--- config.mk ---
export PLATFORM = sky130hd
export DESIGN_NAME = arcade_ioctl_router
export DESIGN_NICKNAME = d
export VERILOG_FILES = /design/src/rtl/arcade_ioctl_router.sv
export SDC_FILE = /design/constraint.sdc
export NUM_CORES = 1
export LEC_CHECK = 0
export CAP_MARGIN = 20
export CORE_MARGIN = 1
export CORE_UTILIZATION = 40
export CTS_CLUSTER_SIZE = 20
export DETAILED_ROUTE_END_ITERATION = 6
export PLACE_DENSITY = 0.7
export SKIP_LAST_GASP = 1
export SLEW_MARGIN = 20
export SYNTH_ARGS = -nofsm -noshare
export SYNTH_HDL_FRONTEND = slang
export SYNTH_SLANG_ARGS = --single-unit
--- constraint.sdc ---
create_clock -name clk_sys -period 7.05 [get_ports clk_sys]
set_input_delay 1.0575 -clock clk_sys [delete_from_list [all_inputs] [get_ports clk_sys]]
set_output_delay 1.0575 -clock clk_sys [all_outputs]
set_load 0.02 [all_outputs]
--- src/rtl/arcade_ioctl_router.sv ---
// HPS ioctl front end: ROM/DIP/mod routing plus game-core reset sequencing; IOCTL_ROM_CHECKSUM_EN adds rom_sum.
// Latency: every output is registered, 1 clk after the sampled ioctl strobe or reset cause.
// No backpressure: ioctl strobes are always accepted; core_reset_n is the only throttle on the core.
module arcade_ioctl_router #(
    parameter int          AW          = 25,
    parameter int          NUM_DIP     = 8,
    parameter logic [7:0]  ROM_INDEX   = 8'd0,
    parameter logic [7:0]  MOD_INDEX   = 8'd1,
    parameter logic [7:0]  DIP_INDEX   = 8'd254,
    parameter int          HOLD_CYCLES = 16
) (
    input  logic                 clk_sys,
    input  logic                 reset_n,
    input  logic                 ext_reset,
    input  logic                 ioctl_download,
    input  logic                 ioctl_wr,
    input  logic [7:0]           ioctl_index,
    input  logic [AW-1:0]        ioctl_addr,
    input  logic [7:0]           ioctl_dout,
    output logic [8*NUM_DIP-1:0] dip,
    output logic [7:0]           mod_sel,
    output logic                 rom_wr,
    output logic [AW-1:0]        rom_addr,
    output logic [7:0]           rom_data,
    output logic [AW:0]          rom_len,
    output logic                 dl_done,
    output logic                 core_reset_n,
    output logic [15:0]          rom_sum
);

    localparam int CW = (HOLD_CYCLES > 1) ? $clog2(HOLD_CYCLES) : 1;

    typedef enum logic [1:0] {RUN = 2'd0, DOWNLOAD = 2'd1, HOLD = 2'd2} state_t;

    state_t               state_q, state_d;
    logic [CW-1:0]        cnt_q, cnt_d;
    logic [7:0]           idx_q, idx_d;
    logic                 dl_done_q, dl_done_d;
    logic                 core_rst_n_q;
    logic                 rom_wr_q;
    logic [AW-1:0]        rom_addr_q, rom_addr_d;
    logic [7:0]           rom_data_q, rom_data_d;
    logic [AW:0]          rom_len_q, rom_len_d, len_base;
    logic [8*NUM_DIP-1:0] dip_q, dip_d;
    logic [7:0]           mod_q, mod_d;
    logic                 rom_hit, rom_start, dip_hit;
    logic [AW:0]          addr_p1;

    assign rom_hit   = ioctl_wr & ioctl_download & (ioctl_index == ROM_INDEX);
    assign rom_start = (state_q != DOWNLOAD) & ioctl_download & (ioctl_index == ROM_INDEX);
    assign dip_hit   = ioctl_wr & (ioctl_index == DIP_INDEX);
    assign addr_p1   = {1'b0, ioctl_addr} + {{AW{1'b0}}, 1'b1};

    // Reset sequencing: download beats ext_reset beats the hold countdown.
    always_comb begin
        state_d   = state_q;
        cnt_d     = cnt_q;
        idx_d     = idx_q;
        dl_done_d = 1'b0;
        case (state_q)
            RUN: begin
                if (ioctl_download) begin
                    state_d = DOWNLOAD;
                    idx_d   = ioctl_index;
                end else if (ext_reset) begin
                    state_d = HOLD;
                    cnt_d   = '0;
                end
            end
            DOWNLOAD: begin
                if (!ioctl_download) begin
                    state_d   = HOLD;
                    cnt_d     = '0;
                    dl_done_d = (idx_q == ROM_INDEX);
                end
            end
            HOLD: begin
                if (ioctl_download) begin
                    state_d = DOWNLOAD;
                    idx_d   = ioctl_index;
                end else if (ext_reset) begin
                    cnt_d = '0;
                end else begin
                    cnt_d = cnt_q + {{(CW-1){1'b0}}, 1'b1};
                    if (cnt_q == CW'(HOLD_CYCLES - 1)) state_d = RUN;
                end
            end
            default: begin
                state_d = HOLD;
                cnt_d   = '0;
            end
        endcase
    end

    always_comb begin
        rom_addr_d = rom_addr_q;
        rom_data_d = rom_data_q;
        len_base   = rom_start ? '0 : rom_len_q;
        rom_len_d  = len_base;
        dip_d      = dip_q;
        mod_d      = mod_q;
        if (rom_hit) begin
            rom_addr_d = ioctl_addr;
            rom_data_d = ioctl_dout;
            if (addr_p1 > len_base) rom_len_d = addr_p1;
        end
        // Unrolled compare keeps out-of-range DIP addresses harmless.
        for (int k = 0; k < NUM_DIP; k++) begin
            if (dip_hit && (ioctl_addr == AW'(k))) dip_d[8*k +: 8] = ioctl_dout;
        end
        if (ioctl_wr && (ioctl_index == MOD_INDEX)) mod_d = ioctl_dout;
    end

    always_ff @(posedge clk_sys or negedge reset_n) begin
        if (!reset_n) begin
            state_q      <= HOLD;
            cnt_q        <= '0;
            idx_q        <= '0;
            dl_done_q    <= 1'b0;
            core_rst_n_q <= 1'b0;
            rom_wr_q     <= 1'b0;
            rom_addr_q   <= '0;
            rom_data_q   <= '0;
            rom_len_q    <= '0;
            dip_q        <= '0;
            mod_q        <= '0;
        end else begin
            state_q      <= state_d;
            cnt_q        <= cnt_d;
            idx_q        <= idx_d;
            dl_done_q    <= dl_done_d;
            core_rst_n_q <= (state_d == RUN);
            rom_wr_q     <= rom_hit;
            rom_addr_q   <= rom_addr_d;
            rom_data_q   <= rom_data_d;
            rom_len_q    <= rom_len_d;
            dip_q        <= dip_d;
            mod_q        <= mod_d;
        end
    end

`ifdef IOCTL_ROM_CHECKSUM_EN
    logic [15:0] rom_sum_q, rom_sum_d;

    always_comb begin
        rom_sum_d = rom_start ? 16'h0000 : rom_sum_q;
        if (rom_hit) rom_sum_d = rom_sum_d + {8'h00, ioctl_dout};
    end

    always_ff @(posedge clk_sys or negedge reset_n) begin
        if (!reset_n) rom_sum_q <= 16'h0000;
        else          rom_sum_q <= rom_sum_d;
    end

    assign rom_sum = rom_sum_q;
`else
    assign rom_sum = 16'h0000;
`endif

    assign dip          = dip_q;
    assign mod_sel      = mod_q;
    assign rom_wr       = rom_wr_q;
    assign rom_addr     = rom_addr_q;
    assign rom_data     = rom_data_q;
    assign rom_len      = rom_len_q;
    assign dl_done      = dl_done_q;
    assign core_reset_n = core_rst_n_q;

endmodule

# Word-level counts from Yosys, hierarchy flattened
# Cells that the tools add are included.
word_totals:
  register_bits: 148
  in_bits: 46
  output_inout_bits: 150
  wordCells: 78
classes:
  add_sub_neg: 2
  order_cmp: 1
  n_eq_ne: 17
  n_mux: 18
  bitwise_logic: 5
  n_reduce_logical: 17
ops:
  columns: ["operator", "n"]
  rows:
  - ["$eq A25 B3 Y1 const B", 4]
  - ["$mux W26", 3]
  - ["$eq A25 B2 Y1 const B", 2]
  - ["$add A25 B1 Y26 const B", 1]
  - ["$gt A26 B26 Y1", 1]
  - ["$eq A25 B1 Y1 const B", 1]
  - ["$logic_not A25 Y1", 1]
  - ["$mux W4", 5]
  - ["$logic_not A8 Y1", 2]
  - ["$mux W2", 6]
  - ["$pmux W4 S3", 1]
  - ["$logic_and A1 B1 Y1", 9]
  - ["$eq A8 B1 Y1 const B", 1]
  - ["$eq A8 B8 Y1 const B", 1]
  - ["$ne A2 B2 Y1 const B", 4]
  - ["$pmux W2 S3", 1]
  - ["$and A1 B1 Y1", 5]
  - ["$add A4 B1 Y4 const B", 1]
  - ["$eq A4 B4 Y1 const B", 1]
  - ["$logic_not A2 Y1", 2]
  - ["$reduce_and A4 Y1", 1]
  - ["$eq A2 B1 Y1 const B", 1]
  - ["$eq A2 B2 Y1 const B", 1]
  - ["$mux W1", 2]
  - ["other kinds (3)", 3]

# Longest topological paths before layout
depth:
  word_depth: 7
  depth_mapped: 17
  ltp_nobuf: 13

# Least setup slack after synthesis
# No wires, ideal clock.
synth_path:
  path_kind: "input to register"
  startpoint: "input port ioctl_index[5]"
  endpoint: "register rom_len_q[16], in the netlist rom_len[16]"
  setup_ps: 125
  arrival_time_ps: 4476
  t_required_ps: 6925
  slack_ps: 2449
  cell_stages: 17
  path_buffers: 4
  cell_sequence: "or4_4 nor4_4 nand2_1 or3_1 buf_2 buf_6 and2_1 inv_1 ha_1 nand4_1 nor4_1 nand2_1 nor4_1 a211o_1 buf_2 buf_6 mux2_2"
synth_between:
  elab_chain_len: 6
  elab_cells_between_ends: 7
  cone_classes: "order compare (1); mux (3); bitwise (2); reduce/logical (1)"
synth_lines:
  columns: ["item", "line_no", "rtl"]
  rows:
  - ["from (decl)", "17", "input logic [7:0] ioctl_index,"]
  - ["$logic_not A8 Y1 *", "49, 50", null]
  - ["$and A1 B1 Y1", "50", "assign rom_start = (state_q != DOWNLOAD) & ioctl_download & (ioctl_index == ROM_INDEX);"]
  - ["$mux W26", "98", "len_base = rom_start ? '0 : rom_len_q;"]
  - ["$gt A26 B26 Y1", "105", "if (addr_p1 > len_base) rom_len_d = addr_p1;"]
  - ["$mux W26", "105", null]
  - ["$mux W26 *", "102", "if (rom_hit) begin"]
  - ["named net rom_len_d[16]", "43", "logic [AW:0] rom_len_q, rom_len_d, len_base;"]
  - ["to (signal assigned)", "136", "rom_len_q <= rom_len_d;"]
  - ["to (decl)", "43", null]
# The timed path passes the listed nets; every way through them passes the cells marked *.
# A chain may end at the register's enable or synchronous reset.

# Final worst setup path
layout_path:
  startpoint: "input port ioctl_addr[0]"
  endpoint: "register rom_len_q[20], in the netlist rom_len[20]"
layout_between:
  elab_chain_len: 4
layout_lines:
  columns: ["item", "line_no", "rtl"]
  rows:
  - ["from (decl)", "18", "input logic [AW-1:0] ioctl_addr,"]
  - ["$add A25 B1 Y26 *", "52", "assign addr_p1 = {1'b0, ioctl_addr} + {{AW{1'b0}}, 1'b1};"]
  - ["$gt A26 B26 Y1", "105", null]
  - ["$mux W26 *", "105", null]
  - ["$mux W26 *", "102", null]
  - ["named net rom_len_d[20]", "43", null]
# Marks and branches as above.

==> results.toml <==
[cells_and_area]
final_core_util_pct = 55.88
nets = 894
num-fill-cells = 1523
fin_area_mm2 = 0.009733
drive_gt1_share_pct = 17.35
area_growth_pct = 35.10
diodes = 0

[drt]
drt_iter0_drc = 193
drtPass1Iterations = 5
vias_per_cell = 4.930
drc = 0
antenna_left = 0
routedWlPerCell_um = 17.14
num_vias = 5201
drt-total-wl_mm = 18.08

[critical_path]
critical_path_class = "primary input to flip-flop"
reg2reg_from = "state_q[0]"
cp_slowest_cell = "nor4_1"
timing.rr.end = "rom_len[20]"
start_kind = "primary input"
critical_path.max_stage_delay_ns = 0.68
ff2ff_path_depth = 12
critical_path.cell_chain = "clkdlybuf4s50_1, ha_1, nand2_1, nor4_1, and2_1, nand3_1, xnor2_1, ha_1, nand4_1, nor4_1, nand2_1, nor4_1, a211o_1, buf_4, mux2_2"
worstPathArrival_ns = 6.02
reg2reg_slack_ns = 2.73
cp_top_family = "simple AND/OR/NAND/NOR gates"
end_kind = "flip-flop"
crit_fanout = 16
crit_top_cell = "nor4_1"
cp_num_buf_inv = 2
crit_required_ns = 7.36

[die]
core_area_mm2 = 0.01742
num_rows = 48
die_height_um = 136.2
initial_core_util_pct = 41.36
ios = 196
dieWidth_um = 136.2
dieArea_mm2 = 0.01855

[synthesis]
synth-async-reset-ratio_pct = 100.0
synth-edff-count = 0
synth_top_family_by_area = "multiplexers"
ys_types = 47
ys_ff_latch = 148
muxShareOfSynthArea_pct = 16.67
yosys_warnings = 0
syn_area_per_cell_um2 = 11.15
synth_seq_area_share_pct = 51.42
synthCells = 646
synth-xor-area-share_pct = 2.796
synth_compound_area_share_pct = 3.300
synth-simple-area-share_pct = 14.94
yosys_most_used_dff = "dfrtp_1"
netlist_area_mm2 = 0.007204
synthAdderAreaFrac_pct = 5.384

[sta]
maxSlewHeadroom_pct = 43.77
worst_pin_slew_ns = 0.8357
drv_slew = 0
maxClockFrequency_mhz = 175.1
fin_crit_sh_pct = 80.99
finClkSkew_ns = 0.01410
finalHoldViolCount = 0
finalSetupViolCount = 0
final.setup.tns_ns = 0
grt_setup_unrepaired = "no"
min_period_ns = 5.710
finalWorstSetupSlack_ns = 1.340

[hold_path]
hold_end = "dl_done"
min-delay-start = "idx_q[0]"
hp-class = "flip-flop to flip-flop"
hold_depth = 1

[global_route]
grt_pass1_vias = 5256
top_usage_layer = "met2"
grtUsageMet3_pct = 9.508
grt_pass1_wl_mm = 28.21
antenna_found_initial = 0
grt_max_degree = 78
grt_usage_pct = 20.31
met1_usage_pct = 25.61
grt_overflow = 0
grt_use_met2_pct = 31.36

[run_status]
outcome = "complete, no violations"

[placed_design]
gp_congestion = 0.8413
hpwl_mm = 12.85
io_buffers = 179
dpl_cell_area_mm2 = 0.009087
place_ws_ns = 0.8655

[power_and_ir_drop]
leakage_uw = 0.004571
vdd_drop_max_v = 0.0001999
power_density_mw_per_mm2 = 207.1

[clock_tree]
cts_tree = "yes"
post_cts_buffers = 0
htreeDepth = 4
cts_made_buffers = 17
ctsHoldBuffers = 0
clk_latency_ns = 0.43
clk_pin_slew_ns = 0.07
ctsResizeCount = 0
root_buffer = "clkbuf_16"
cts_max_path_buffers = 2
clock-sinks = 148

[run]
maxCapViolCount = 0
[per-layer routing]
| layer | part of all wire (%) | vias to the layer above |
|---|---|---|
| li1 | - | 2498 |
| met3 | 9.8 | 15 |
| met4 | 0.87 | 0 |
| met5 | 0 | - |
| met2 | 45 | 156 |
| met1 | 44 | 2532 |
[worst register-to-register path, cell delays in order, from the launching register on]
cell,delay (ns)
dfrtp_1,0.49
nor2b_1,0.20
or3_1,0.65
and2_1,0.25
inv_1,0.05
ha_1,0.30
nand4_1,0.17
nor4_1,0.52
nand2_1,0.11
nor4_1,0.30
a211o_1,0.42
buf_4,0.36
mux2_2,0.39
[registers in the layout (all words and copies together) (netlist names)]
| signal | cells |
|---|---|
| cnt_q | 4 |
| rom_len | 26 |
| rom_addr | 25 |
| rom_data | 8 |
| mod_sel | 8 |
| dl_done | 1 |
| idx_q | 8 |
| rom_wr | 1 |
| state_q | 2 |
| dip | 64 |
| core_reset_n | 1 |
[logic make-up (layout without fill, tap and decap cells)]
kind of cell    after synthesis  count (layout)
xor+xnor                     23              23
buf+inv                      76             245
other cells                   1              16
flops                       148             148
mux                         107             107
simple gates                221             221
compound gates               39              39
fa+ha+maj                    31              31
[report_power, final]
group	internal [µW]	switching, µW	total (µW)
logic	80.6	105	186
registers	872	16.7	888
clock network	539	403	941
total	1490	525	2020
[Yosys cell counts (2+ instances only)]
library cell	instances	area share, %
a41oi_1	2	0.24
xnor2_1	14	1.7
nor2_1	10	0.52
nor4_1	11	0.96
a211oi_1	2	0.21
and2_1	31	2.7
nor4b_1	2	0.24
nor2b_1	4	0.35
ha_1	31	5.4
o21ai_0	8	0.56
nand2_1	120	6.3
nand4_1	9	0.78
a31oi_1	2	0.17
mux2_2	101	16
mux2_1	3	0.47
clkbuf_1	13	0.68
clkbuf_2	7	0.49
dfrtp_1	147	51
nand3_1	16	1.1
a21oi_1	16	1.1
buf_4	16	1.7
nor3_1	2	0.14
buf_6	4	0.63
nand2b_1	3	0.26
mux2i_1	3	0.42
xor2_1	9	1.1
inv_1	29	1.5
and3_1	5	0.43
buf_2	6	0.42
a21o_1	2	0.21
o21bai_1	2	0.21
[through the flow]
stage / hold WS [ns] / power, µW / std cells
floorplan: 0.4017 / 997.4 / 661
global placement: 0.4182 / 1088 / 1022
detailed placement: 0.4230 / 1089 / 1022
CTS: 0.4297 / 2040 / 1054
global route: 0.4428 / 2096 / 1055
finish: 0.4220 / 2016 / 1055
[placed cells by master, fill, tap and decap left out, drive strengths merged, types with 3 or more instances in the layout]
cell type and n:
a21oi 16, and2 31, and3 5, buf 6, clkbuf 17, clkdlybuf4s50 178, clkinv 4, conb 16
dfrtp 147, ha 31, inv 38, mux2 104, mux2i 3, nand2 120, nand2b 3, nand3 16
nand4 9, nor2 10, nor2b 4, nor4 12, o21ai 8, xnor2 14, xor2 9
[how the worst max path moves through the flow]
stage	from	endpoint	slack, ns	depth (start not counted)
floorplan	ioctl_index[5]	rom_len[16]	2.45	17
CTS	ioctl_addr[0]	rom_len[20]	1.28	15
detailed placement	ioctl_addr[0]	rom_len[20]	0.87	15
finish	ioctl_addr[0]	rom_len[20]	1.34	15
global placement	ioctl_addr[0]	rom_len[18]	0.98	15
global route	ioctl_addr[0]	rom_len[20]	0.91	15
[cell type report]
cell class                 instances  area [µm²]  area share [%]
clock inverter                    15       186.4           1.915
tap                              225       281.5           2.892
timing repair buffer             184        1851           19.01
sequential                       148        3705           38.06
multi-input combinational        437        3176           32.63
inverter                          29       108.9           1.118
clock buffer                      17       425.4           4.371
Note: power is estimated with default switching activity, not from simulation.
